[config.mk]
export PLATFORM = sky130hd
export DESIGN_NAME = inst_decode_issue
export DESIGN_NICKNAME = d
export VERILOG_FILES = /design/src/rtl/riscv_pkg.sv /design/src/rtl/inst_decode_issue_scoreboard.sv /design/src/rtl/inst_decode_issue.sv
export SDC_FILE = /design/constraint.sdc
export NUM_CORES = 1
export LEC_CHECK = 0
export BUFFER_PORTS_ARGS = -buffer_cell sky130_fd_sc_hd__buf_2
export CORE_MARGIN = 1
export CORE_UTILIZATION = 48
export DETAILED_ROUTE_END_ITERATION = 16
export GPL_TIMING_DRIVEN = 0
export PLACE_DENSITY = 0.86
export SYNTH_ARGS = -nofsm -noshare
export SYNTH_HDL_FRONTEND = slang
export SYNTH_SLANG_ARGS = --single-unit
[constraint.sdc]
create_clock -name i_clk -period 2.57 [get_ports i_clk]
set_input_delay 0.257 -clock i_clk [delete_from_list [all_inputs] [get_ports i_clk]]
set_output_delay 0.257 -clock i_clk [all_outputs]
set_load 0.02 [all_outputs]
[src/rtl/riscv_pkg.sv]
// Shared RV64 integer decode definitions: major opcodes, packed ALU
// opcodes, funct7 values and the decoded-instruction bundle.
package riscv_pkg;

    localparam logic [6:0] OPC_OP_IMM   = 7'h13;
    localparam logic [6:0] OPC_OP_IMM32 = 7'h1B;
    localparam logic [6:0] OPC_OP       = 7'h33;
    localparam logic [6:0] OPC_OP32     = 7'h3B;

    localparam logic [6:0] F7_BASE   = 7'h00;
    localparam logic [6:0] F7_MULDIV = 7'h01;
    localparam logic [6:0] F7_ALT    = 7'h20;

    // {funct3, opcode} as seen by the ALU
    localparam logic [9:0] ALU_ADDI  = 10'h013;
    localparam logic [9:0] ALU_ADDIW = 10'h01B;
    localparam logic [9:0] ALU_ADD   = 10'h033;
    localparam logic [9:0] ALU_ADDW  = 10'h03B;
    localparam logic [9:0] ALU_XORI  = 10'h213;
    localparam logic [9:0] ALU_XOR   = 10'h233;

    typedef enum logic {
        RUN  = 1'b0,
        TRAP = 1'b1
    } dec_state_e;

    typedef struct packed {
        logic [4:0]  rs1;
        logic [4:0]  rs2;
        logic [4:0]  rd;
        logic [11:0] regB;
        logic [9:0]  opcode;
        logic        uses_rs2;
        logic        legal;
    } decoded_t;

    function automatic decoded_t decode(input logic [31:0] inst);
        decoded_t   d;
        logic [6:0] op;
        logic [6:0] f7;
        op         = inst[6:0];
        f7         = inst[31:25];
        d.rs1      = inst[19:15];
        d.rs2      = inst[24:20];
        d.rd       = inst[11:7];
        d.regB     = inst[31:20];
        d.opcode   = {inst[14:12], op};
        d.uses_rs2 = (op == OPC_OP) || (op == OPC_OP32);
        d.legal    = (op == OPC_OP_IMM) || (op == OPC_OP_IMM32) ||
                     (d.uses_rs2 && ((f7 == F7_BASE) ||
                                     (f7 == F7_MULDIV) ||
                                     (f7 == F7_ALT)));
        return d;
    endfunction

endpackage

[src/rtl/inst_decode_issue_scoreboard.sv]
// Register busy bits for in-flight ALU writers; x0 is never busy.
// A set and a clear of the same register in one cycle leaves it busy.
module rv_scoreboard
    import riscv_pkg::*;
#(
    parameter int NUM_REGS = 32,
    parameter int IDXW     = $clog2(NUM_REGS)
) (
    input  logic                i_clk,
    input  logic                i_reset,
    input  logic                i_set_en,
    input  logic [IDXW-1:0]     i_set_reg,
    input  logic                i_clr_en,
    input  logic [IDXW-1:0]     i_clr_reg,
    output logic [NUM_REGS-1:0] o_busy
);

    logic [NUM_REGS-1:1] r_busy;

    always_ff @(posedge i_clk) begin
        if (i_reset) begin
            r_busy <= '0;
        end else begin
            for (int i = 1; i < NUM_REGS; i++) begin
                if (i_set_en && i_set_reg == IDXW'(i))
                    r_busy[i] <= 1'b1;
                else if (i_clr_en && i_clr_reg == IDXW'(i))
                    r_busy[i] <= 1'b0;
            end
        end
    end

    assign o_busy = {r_busy, 1'b0};

endmodule

[src/rtl/inst_decode_issue.sv]
// Decode/issue stage: single D-register, scoreboard hazard stall,
// trap on encodings the integer ALU cannot execute.
module inst_decode_issue
    import riscv_pkg::*;
#(
    parameter int XLEN     = 64,
    parameter int NUM_REGS = 32
) (
    input  logic            i_clk,
    input  logic            i_reset,
    input  logic            i_fetch_valid,
    output logic            o_fetch_ready,
    input  logic [31:0]     i_fetch_inst,
    input  logic [XLEN-1:0] i_fetch_pc,
    input  logic            i_flush,
    output logic            o_alu_valid,
    output logic [4:0]      o_alu_regA,
    output logic [11:0]     o_alu_regB,
    output logic [9:0]      o_alu_opcode,
    output logic [4:0]      o_alu_regDest,
    input  logic            i_wb_valid,
    input  logic [4:0]      i_wb_reg,
    output logic            o_illegal_valid,
    output logic [31:0]     o_illegal_inst,
    output logic [XLEN-1:0] o_illegal_pc,
    input  logic            i_illegal_ack
);

    dec_state_e            r_state;
    dec_state_e            w_state_nxt;
    logic                  r_d_valid;
    logic [31:0]           r_d_inst;
    logic [XLEN-1:0]       r_d_pc;
    logic                  r_ill_valid;
    logic [31:0]           r_ill_inst;
    logic [XLEN-1:0]       r_ill_pc;

    decoded_t              w_dec;
    logic [NUM_REGS-1:0]   w_busy;
    logic                  w_run;
    logic                  w_hazard;
    logic                  w_issue;
    logic                  w_trap_enter;
    logic                  w_ready;
    logic                  w_fire;

    assign w_dec    = decode(r_d_inst);
    assign w_run    = (r_state == RUN);
    assign w_hazard = w_busy[w_dec.rs1] |
                      (w_dec.uses_rs2 & w_busy[w_dec.rs2]) |
                      w_busy[w_dec.rd];

    assign w_issue      = ~i_reset & r_d_valid & w_dec.legal &
                          ~w_hazard & w_run & ~i_flush;
    assign w_trap_enter = ~i_reset & r_d_valid & ~w_dec.legal &
                          w_run & ~i_flush;
    // Combinational gate on reset keeps ready low while reset is held
    assign w_ready      = ~i_reset & w_run & ~i_flush &
                          (~r_d_valid | w_issue);
    assign w_fire       = i_fetch_valid & w_ready;

    always_comb begin
        w_state_nxt = r_state;
        unique case (r_state)
            RUN:     if (w_trap_enter) w_state_nxt = TRAP;
            TRAP:    if (i_illegal_ack | i_flush) w_state_nxt = RUN;
            default: w_state_nxt = RUN;
        endcase
    end

    always_ff @(posedge i_clk) begin
        if (i_reset) r_state <= RUN;
        else         r_state <= w_state_nxt;
    end

    always_ff @(posedge i_clk) begin
        if (i_reset) begin
            r_d_valid <= 1'b0;
            r_d_inst  <= '0;
            r_d_pc    <= '0;
        end else if (i_flush) begin
            r_d_valid <= 1'b0;
        end else if (w_fire) begin
            r_d_valid <= 1'b1;
            r_d_inst  <= i_fetch_inst;
            r_d_pc    <= i_fetch_pc;
        end else if (w_issue | w_trap_enter) begin
            r_d_valid <= 1'b0;
        end
    end

    always_ff @(posedge i_clk) begin
        if (i_reset) begin
            r_ill_valid <= 1'b0;
            r_ill_inst  <= '0;
            r_ill_pc    <= '0;
        end else if (w_trap_enter) begin
            r_ill_valid <= 1'b1;
            r_ill_inst  <= r_d_inst;
            r_ill_pc    <= r_d_pc;
        end else if (!w_run && (i_illegal_ack || i_flush)) begin
            r_ill_valid <= 1'b0;
        end
    end

    rv_scoreboard #(
        .NUM_REGS (NUM_REGS)
    ) u_sb (
        .i_clk     (i_clk),
        .i_reset   (i_reset),
        .i_set_en  (w_issue),
        .i_set_reg (w_dec.rd),
        .i_clr_en  (i_wb_valid),
        .i_clr_reg (i_wb_reg),
        .o_busy    (w_busy)
    );

    assign o_fetch_ready   = w_ready;
    assign o_alu_valid     = w_issue;
    assign o_alu_regA      = w_dec.rs1;
    assign o_alu_regB      = w_dec.regB;
    assign o_alu_opcode    = w_dec.opcode;
    assign o_alu_regDest   = w_dec.rd;
    assign o_illegal_valid = r_ill_valid;
    assign o_illegal_inst  = r_ill_inst;
    assign o_illegal_pc    = r_ill_pc;

endmodule
# --- After elaboration in Yosys (flattened, before gate mapping) ---
# Index checks and enable logic that the tools add are counted.
word_totals:
  ff_bits: 226
  input_bits: 107
  output_inout_bits: 131
  elab_cells: 314
classes:
  n_lt_le_gt_ge: 3
  eq_ne: 68
  mux: 75
  n_bitwise: 24
  reduce_logical: 106
op_table:
  columns: ["op", "n"]
  rows:
  - ["equality test 5 bit, second input constant", 32]
  - ["equality test 5 x 4 -> 1 bit, second input constant", 16]
  - ["2-to-1 mux 1 bit", 71]
  - ["nonzero test 2 bit", 33]
  - ["logical AND 1 bit", 64]
  - ["equality test 5 x 3 -> 1 bit, second input constant", 8]
  - ["equality test 7 x 6 -> 1 bit, second input constant", 3]
  - ["equality test 5 x 2 -> 1 bit, second input constant", 4]
  - ["less-than comparator 5 x 6 -> 1 bit, second input constant", 3]
  - ["binary-select mux 1 bit (select 5 bit)", 3]
  - ["equality test 7 x 5 -> 1 bit, second input constant", 2]
  - ["bitwise AND 1 bit", 13]
  - ["equality test 5 x 1 -> 1 bit, second input constant", 2]
  - ["equality test 7 x 1 -> 1 bit, second input constant", 1]
  - ["logical NOT 7 bit", 1]
  - ["logical OR 1 bit", 6]
  - ["NOT 1 bit", 6]
  - ["OR 1 bit", 5]
  - ["one-hot mux 1 bit (2 select lines)", 1]
  - ["AND reduction 2 bit", 1]
  - ["OR reduction 2 bit", 1]

# --- Logic depth before layout (Yosys ltp) ---
# Gate-level depths: netlist of the first run.
logic_depth:
  word_depth: 13
  mapped_depth: 12
  depth_no_buf: 7

# --- Hierarchy ---
# Synthesis of the first run repeated with hierarchy kept, for this count alone.
hier_totals:
  cells_unflattened: 979
  area_unflattened_um2: 9480.3
by_module_without_submodules:
  columns: ["module", "instances", "cells_per_inst", "area_per_inst_um2", "seq_area_each_um2"]
  rows:
  - ["inst_decode_issue", 1, 817, 8097.8, 3903.7]
  - ["rv_scoreboard", 1, 162, 1382.6, 620.6]

# --- Worst setup path before layout of the first run ---
# Ideal clock, no wire load.
synth_timing:
  path_kind: "register to register"
  start: "register r_d_inst[22]"
  end: "register r_d_inst[0]"
  setup_ps: 121
  arrival_ps: 2618
  required_time_ps: 2449
  setup_slack_ps: -169
  path_stages_with_launch: 12
  path_buffers: 4
  synth_period_minus_slack_ps: 2739
  cell_sequence: "dfxtp_1 clkbuf_1 mux4_2 mux2i_1 nand3_1 nand4_1 nand3_1 a21o_1 buf_6 buf_6 buf_12 mux2_4"
synth_via:
  elab_chain_cells: 13
synth_lines:
  columns: ["item", "line_no", "rtl"]
  rows:
  - ["start, declared", "inst_decode_issue.sv:32", "logic [31:0] r_d_inst;"]
  - ["start signal, assigned", "inst_decode_issue.sv:85", "r_d_inst <= i_fetch_inst;"]
  - ["binary-select mux 1 bit (select 5 bit)", "inst_decode_issue.sv:50", "(w_dec.uses_rs2 & w_busy[w_dec.rs2]) |"]
  - ["2-to-1 mux 1 bit (implied by the code)", "inst_decode_issue.sv:50", null]
  - ["bitwise AND 1 bit", "inst_decode_issue.sv:50", null]
  - ["OR 1 bit", "inst_decode_issue.sv:49", "assign w_hazard = w_busy[w_dec.rs1] |"]
  - ["OR 1 bit", "inst_decode_issue.sv:50", null]
  - ["NOT 1 bit", "inst_decode_issue.sv:54", "~w_hazard & w_run & ~i_flush;"]
  - ["bitwise AND 1 bit", "inst_decode_issue.sv:53", "assign w_issue = ~i_reset & r_d_valid & w_dec.legal &"]
  - ["bitwise AND 1 bit (2 in a row)", "inst_decode_issue.sv:54", null]
  - ["OR 1 bit", "inst_decode_issue.sv:59", "(~r_d_valid | w_issue);"]
  - ["bitwise AND 1 bit", "inst_decode_issue.sv:58", "assign w_ready = ~i_reset & w_run & ~i_flush &"]
  - ["bitwise AND 1 bit", "inst_decode_issue.sv:60", "assign w_fire = i_fetch_valid & w_ready;"]
  - ["AND reduction 2 bit (no line)", null, null]
# Every way passes these cells. The select of a mux whose other input is x is not followed.
# A chain may end at the register's enable or synchronous reset.

# --- Final worst setup path of the first run ---
layout_timing:
  start: "register r_d_inst[8]"
  end: "register r_d_inst[10]"
layout_via:
  elab_chain_cells: 11
layout_lines:
  columns: ["item", "line_no", "rtl"]
  rows:
  - ["binary-select mux 1 bit (select 5 bit)", "inst_decode_issue.sv:51", "w_busy[w_dec.rd];"]
  - ["2-to-1 mux 1 bit (implied by the code)", "inst_decode_issue.sv:51", null]
  - ["OR 1 bit", "inst_decode_issue.sv:50", null]
  - ["NOT 1 bit", "inst_decode_issue.sv:54", null]
  - ["bitwise AND 1 bit", "inst_decode_issue.sv:53", null]
  - ["bitwise AND 1 bit (2 in a row)", "inst_decode_issue.sv:54", null]
  - ["OR 1 bit", "inst_decode_issue.sv:59", null]
  - ["bitwise AND 1 bit", "inst_decode_issue.sv:58", null]
  - ["bitwise AND 1 bit", "inst_decode_issue.sv:60", null]
  - ["AND reduction 2 bit (no line)", null, null]
# Every way passes these cells. The select of a mux whose other input is x is not followed.

==> qor.yml, run 1 <==
routing:
  postRouteAntennaNets: 0
  wl_per_cell_um: 19.81
  first_pass_iters: 5
  vias: 9225
  routed_wl_um: 32640
  drc: 0
  first_iter_violations: 733
  routed_via_density: 5.598
sta:
  post-route-period-util_pct: 108.0
  slew_headroom_pct: 46.46
  setup_ws_ps: -205.6
  setup_viol: 102
  rsz0062_at_grt: "yes"
  hold_viol: 0
  slew_viol_final: 0
  fmax_mhz: 360.3
  tns_ps: -9365
  fin_skew_ps: 8.427
  period_needed_ps: 2776
  worstMarginPinSlew_ps: 803.1
clocking:
  cts_buffer_depth: 3
  clock_sinks: 226
  cts-root-buf: "clkbuf_16"
  path_clk_slew_ps: 60
  numCtsBuffers: 24
  tritoncts: "done"
  h-tree-depth: 1
  insertion_delay_ps: 520
floorplanning:
  core.rowCount: 51
  top_level_ports: 238
  die_h_um: 142.5
  start_util_pct: 48.83
  dieArea_um2: 20300
  fp.dieW_um: 142.5
  placeableCoreArea_um2: 19400
worst_hold_path:
  hold_class: "input pin to register"
  hold_depth: 4
logic_synthesis:
  synthDistinctLibCells: 48
  avgSynthCellArea_um2: 9.529
  synth_ff_type: "dfxtp_1"
  synth_edf_count: 0
  synthAdderAreaFrac_pct: 0
  synthSimpleGateAreaFrac_pct: 20.04
  synth_cells: 994
  yosys-top-cells-count: "dfxtp_1, nand2_1, nor2b_1"
  seq_area_frac_synth_pct: 47.77
  syn_nets: 1101
  synth_xor_area_share_pct: 0
  synth-compound-area-share_pct: 9.815
  synth-seq-cells: 226
  async_reset_ff_share_pct: 0
  synthMuxAreaShare_pct: 18.23
  synth_top_family_by_area: "simple AND/OR/NAND/NOR gates"
  synth_most_common_cell: "dfxtp_1"
  synth_area_leaders: "dfxtp_1, nand2_1, mux2_2"
  synth_top_area_cell: "dfxtp_1"
  synth_top_area_share_pct: 47.77
  syn_area_um2: 9472
  yosysWarnings: 0
pwr:
  internal-power_mw: 6.136
  p_comb_share_pct: 9.6
  power_leakage_nw: 5.578
  p_clk_share_pct: 44.7
  switchingPower_mw: 1.881
  sw_frac_of_total_pct: 23.46
  ir_worst_vdd_mv: 0.5106
  seq_power_share_pct: 45.7
  power_density_nw_per_um2: 605.2
global_route:
  grt.overflow.total: 0
  grt_pass1_wl_um: 47650
  grt_usage_pct: 30.30
  antenna_found_initial: 2
  grt_max_degree: 14
  grt_pass1_vias: 9059
placement:
  dpl-instance-area_um2: 11030
  place_worst_setup_slack_ps: -589.5
  placed_cells: 1496
  dp_hpwl_um: 19570
  io_buffers: 237
  gp_congestion: 0.9421
worst_setup_path:
  end_kind: "register"
  cp_slowest_cell: "dfxtp_4"
  arrival_ps: 3180
  r2r_cells: 12
  cp_slowest_stage_delay_ps: 370
  worstSetupStartpointType: "register"
  cp_common_cell: "buf_6"
  crit_required_ps: 2970
  critical_path_class: "register to register"
  path_cells: "buf_6 -> clkbuf_8 -> mux4_2 -> o21ai_2 -> o32ai_2 -> nor3_2 -> nand3_2 -> a21o_1 -> buf_6 -> buf_12 -> clkbuf_16 -> mux2_4"
  cp_max_fo: 10
layout:
  drive_gt1_share_pct: 34.32
  fill_cells: 1416
  multi_input_area_um2: 4672
  areaGrowthSynthToFinish_pct: 39.87
  layout.area.seq_um2: 4546
  stdcell_area_um2: 13250
  layout.cells.non_filler: 1648
  layout.nets: 1472
  final_util_pct: 68.29
job:
  maxCapViolCount: 0
run_status:
  status: "complete, but fails checks"
  violations: "negative setup slack"
sequential cells by signal (all words and copies together) (netlist names):
signal,flops
r_state,1
o_illegal_inst,32
r_d_pc,64
u_sb.r_busy,31
o_illegal_pc,64
r_d_inst,32
r_d_valid,1
o_illegal_valid,1
power groups by stage:
stage,combinational (mW),sequential [mW],clock [mW]
4_1_cts,0.714,3.66,3.58
2_1_floorplan,0.331,3.75,0
6_report,0.773,3.66,3.58
3_3_place_gp,0.562,3.72,0
5_1_grt,0.817,3.67,3.76
3_5_place_dp,0.575,3.73,0
what timing repair did:
action / 4_1_cts / 5_1_grt
endpoints found under the setup margin: 204 / 171
gates cloned: 0 / 4
endpoints found under the hold margin: 96 / 1
pin swaps: 10 / 3
setup buffers: 8 / 5
gates resized for setup: 36 / 55
hold buffers: 96 / 1
through the flow:
stage	hold slack [ps]	power [mW]
6_report	57.05	8.017
5_1_grt	69.44	8.245
4_1_cts	0.6445	7.954
3_5_place_dp	438.9	4.302
3_3_place_gp	431.7	4.286
2_1_floorplan	329.8	4.079
cell type report:
cell class,instances,share of cell area [%]
multi-input combinational,688,35.27
antenna,2,0.03778
timing repair buffer,351,18.01
clock buffer,36,5.733
sequential,226,34.31
inverter,6,0.1700
clock inverter,6,0.4722
tap,265,2.503
buffer,68,3.495
logic make-up after synthesis:
| family | Yosys count |
|---|---|
| and+or+nand+nor | 398 |
| AOI/OAI and AO/OA | 165 |
| DFF | 226 |
| buffers and inverters | 80 |
| muxes | 125 |
critical path: cells and delay by family (launching register included):
kind	cells	cell delay (ps)
AOI/OAI and AO/OA	3	490
muxes	2	620
buffers and inverters	5	810
DFF	1	370
and+or+nand+nor	2	340
final timing paths:
kind                 start          endpoint  slack (ps)
min reg2reg     r_d_pc[50]  o_illegal_pc[50]         450
min          i_illegal_ack           r_state          60
max            r_d_inst[8]      r_d_inst[10]        -210
max reg2reg    r_d_inst[8]      r_d_inst[10]        -210
placed cells by master, fill, tap and decap left out, types with 24 or more instances in the layout:
cell and count:
nor2b_1 99, dlygate4sd3_1 97, buf_2 236, dfxtp_1 217, clkbuf_1 42, clkbuf_16 31
a21oi_1 98, nand3_1 24, nand2_1 218, mux2_4 31, mux2_2 69
routing by layer:
layer / vias to the layer above / global-route usage [%] / wire length (um)
li1: 4150 / - / -
met4: 0 / 19.52 / 2037
met1: 4383 / 36.24 / 12700
met5: - / 0 / 0
met3: 160 / 5.720 / 2290
met2: 532 / 49.97 / 15610
No activity file was read; power rests on OpenSTA's default activity.
==> run 2: changes to the inputs <==
--- a/config.mk
+++ b/config.mk
@@ -7,10 +7,10 @@
 export LEC_CHECK = 0
 export BUFFER_PORTS_ARGS = -buffer_cell sky130_fd_sc_hd__buf_2
 export CORE_MARGIN = 1
-export CORE_UTILIZATION = 48
+export CORE_UTILIZATION = 55
 export DETAILED_ROUTE_END_ITERATION = 16
 export GPL_TIMING_DRIVEN = 0
-export PLACE_DENSITY = 0.86
+export PLACE_DENSITY = 0.92
 export SYNTH_ARGS = -nofsm -noshare
 export SYNTH_HDL_FRONTEND = slang
 export SYNTH_SLANG_ARGS = --single-unit
==> constraint.sdc (replaced) <==
create_clock -name i_clk -period 3.4 [get_ports i_clk]
set_input_delay 0.34 -clock i_clk [delete_from_list [all_inputs] [get_ports i_clk]]
set_output_delay 0.34 -clock i_clk [all_outputs]
set_load 0.02 [all_outputs]
==> qor.yml, run 2 (synthesis results as in run 1) <==
layout:
  layout_common_cells: "buf_2, dfxtp_1, nand2_1"
  final_util_pct: 70.17
  areaGrowthSynthToFinish_pct: 23.72
  final_common_cell: "buf_2"
  layout.nets: 1362
  drive_gt1_share_pct: 32.91
  layout.cells.non_filler: 1491
routing:
  postRouteAntennaNets: 0
  first_iter_violations: 582
  routed_wl_um: 28000
  vias: 8534
  wl_per_cell_um: 18.78
  routed_via_density: 5.724
  drc: 0
  first_pass_iters: 6
worst_setup_path:
  r2r_slack_ps: 310
  arrival_ps: 2880
  end_kind: "primary output"
  worstSetupStartpointType: "register"
  crit_required_ps: 3060
  cp_max_fo: 10
  critical_path_class: "register to primary output"
floorplanning:
  core.rowCount: 47
  placeableCoreArea_um2: 16700
  start_util_pct: 56.71
  dieArea_um2: 17750
  die_h_um: 133.2
  fp.dieW_um: 133.2
  top_level_ports: 238
job:
  maxCapViolCount: 0
sta:
  setup_viol: 0
  fmax_mhz: 310.4
  rsz0062_at_grt: "no"
  post-route-period-util_pct: 94.75
  slew_viol_final: 0
  fin_skew_ps: 18.26
  slew_headroom_pct: 46.05
  period_needed_ps: 3221
  worstMarginPinSlew_ps: 809.3
  hold_viol: 0
  tns_ps: 0
clocking:
  tritoncts: "done"
  path_clk_slew_ps: 60
  cts_setup_buffers: 0
  h-tree-depth: 1
  cts-root-buf: "clkbuf_16"
  insertion_delay_ps: 510
  cts_buffer_depth: 3
  clock_sinks: 226
  numCtsBuffers: 23
  ctsHoldBuffers: 0
placement:
  placed_cells: 1451
  io_buffers: 237
  dp_hpwl_um: 19710
  gp_congestion: 0.9396
global_route:
  grt.overflow.total: 0
  grt_usage_pct: 30.77
  grt_max_degree: 15
  grt_pass1_wl_um: 42970
  grt_pass1_vias: 8359
  antenna_found_initial: 0
run_status:
  status: "complete, no violations"
pwr:
  power_density_nw_per_um2: 494.1
  ir_worst_vdd_mv: 0.3971
  power_leakage_nw: 4.944
worst_hold_path:
  hold_class: "input pin to register"
[run 2: final timing paths]
| check | startpoint | endpoint | depth (start not counted) |
|---|---|---|---|
| setup / recovery | r_d_inst[8] | o_fetch_ready | 9 |
| hold / removal | i_flush | r_d_valid | 2 |
| setup reg to reg | r_d_inst[8] | r_d_inst[18] | 12 |
| hold reg to reg | r_d_pc[21] | o_illegal_pc[21] | 2 |
[run 2: where the power goes]
group / total [mW] / internal, mW / switching [mW]
Combinational: 0.443 / 0.205 / 0.238
Clock: 2.58 / 1.54 / 1.04
Sequential: 2.76 / 2.71 / 0.0504
Total: 5.79 / 4.46 / 1.33
[run 2: through the flow]
stage	hold WS (ps)	worst slack, ps	total power, mW	area [um^2]
final	46.50	178.6	5.791	11720
after CTS	25.92	33.70	5.809	11710
after detailed placement	437.2	250.7	3.253	10930
after global placement	431.6	259.2	3.240	10930
after global routing	47.54	27.07	5.953	11720
after floorplan	412.8	660.7	3.080	9472
[run 2: timing repair]
action / in CTS / in global routing
hold endpoints to repair: 0 / 0
resized for setup: 0 / 4
setup endpoints to repair: 0 / 2
[run 2: cell type report]
type	instances	area (um^2)
sequential	226	4524
antenna	1	2.502
clock inverter	9	103.9
inverter	6	22.52
tap	220	275.3
multi-input combinational	688	4561
fill	1209	4982
timing repair buffer	237	1186
clock buffer	31	675.6
buffer	73	367.9
[run 2: critical path, stage by stage (launching register included)]
cell and delay [ps]:
dfxtp_1 480, buf_6 200, clkbuf_2 270, mux4_2 340, o21ai_1 140, o32ai_1 140
nor3_1 160, nand3_1 220, a21boi_0 220, buf_2 200
[run 2: metal layers]
| metal | part of all wire (%) | global-route usage [%] | vias up | wire, um |
|---|---|---|---|---|
| met4 | 4.7 | 15.03 | 0 | 1302 |
| met3 | 8.4 | 6.279 | 105 | 2349 |
| li1 | - | - | 3931 | - |
| met5 | 0 | 0 | - | 0 |
| met2 | 49 | 53.84 | 451 | 13720 |
| met1 | 38 | 35.90 | 4047 | 10620 |
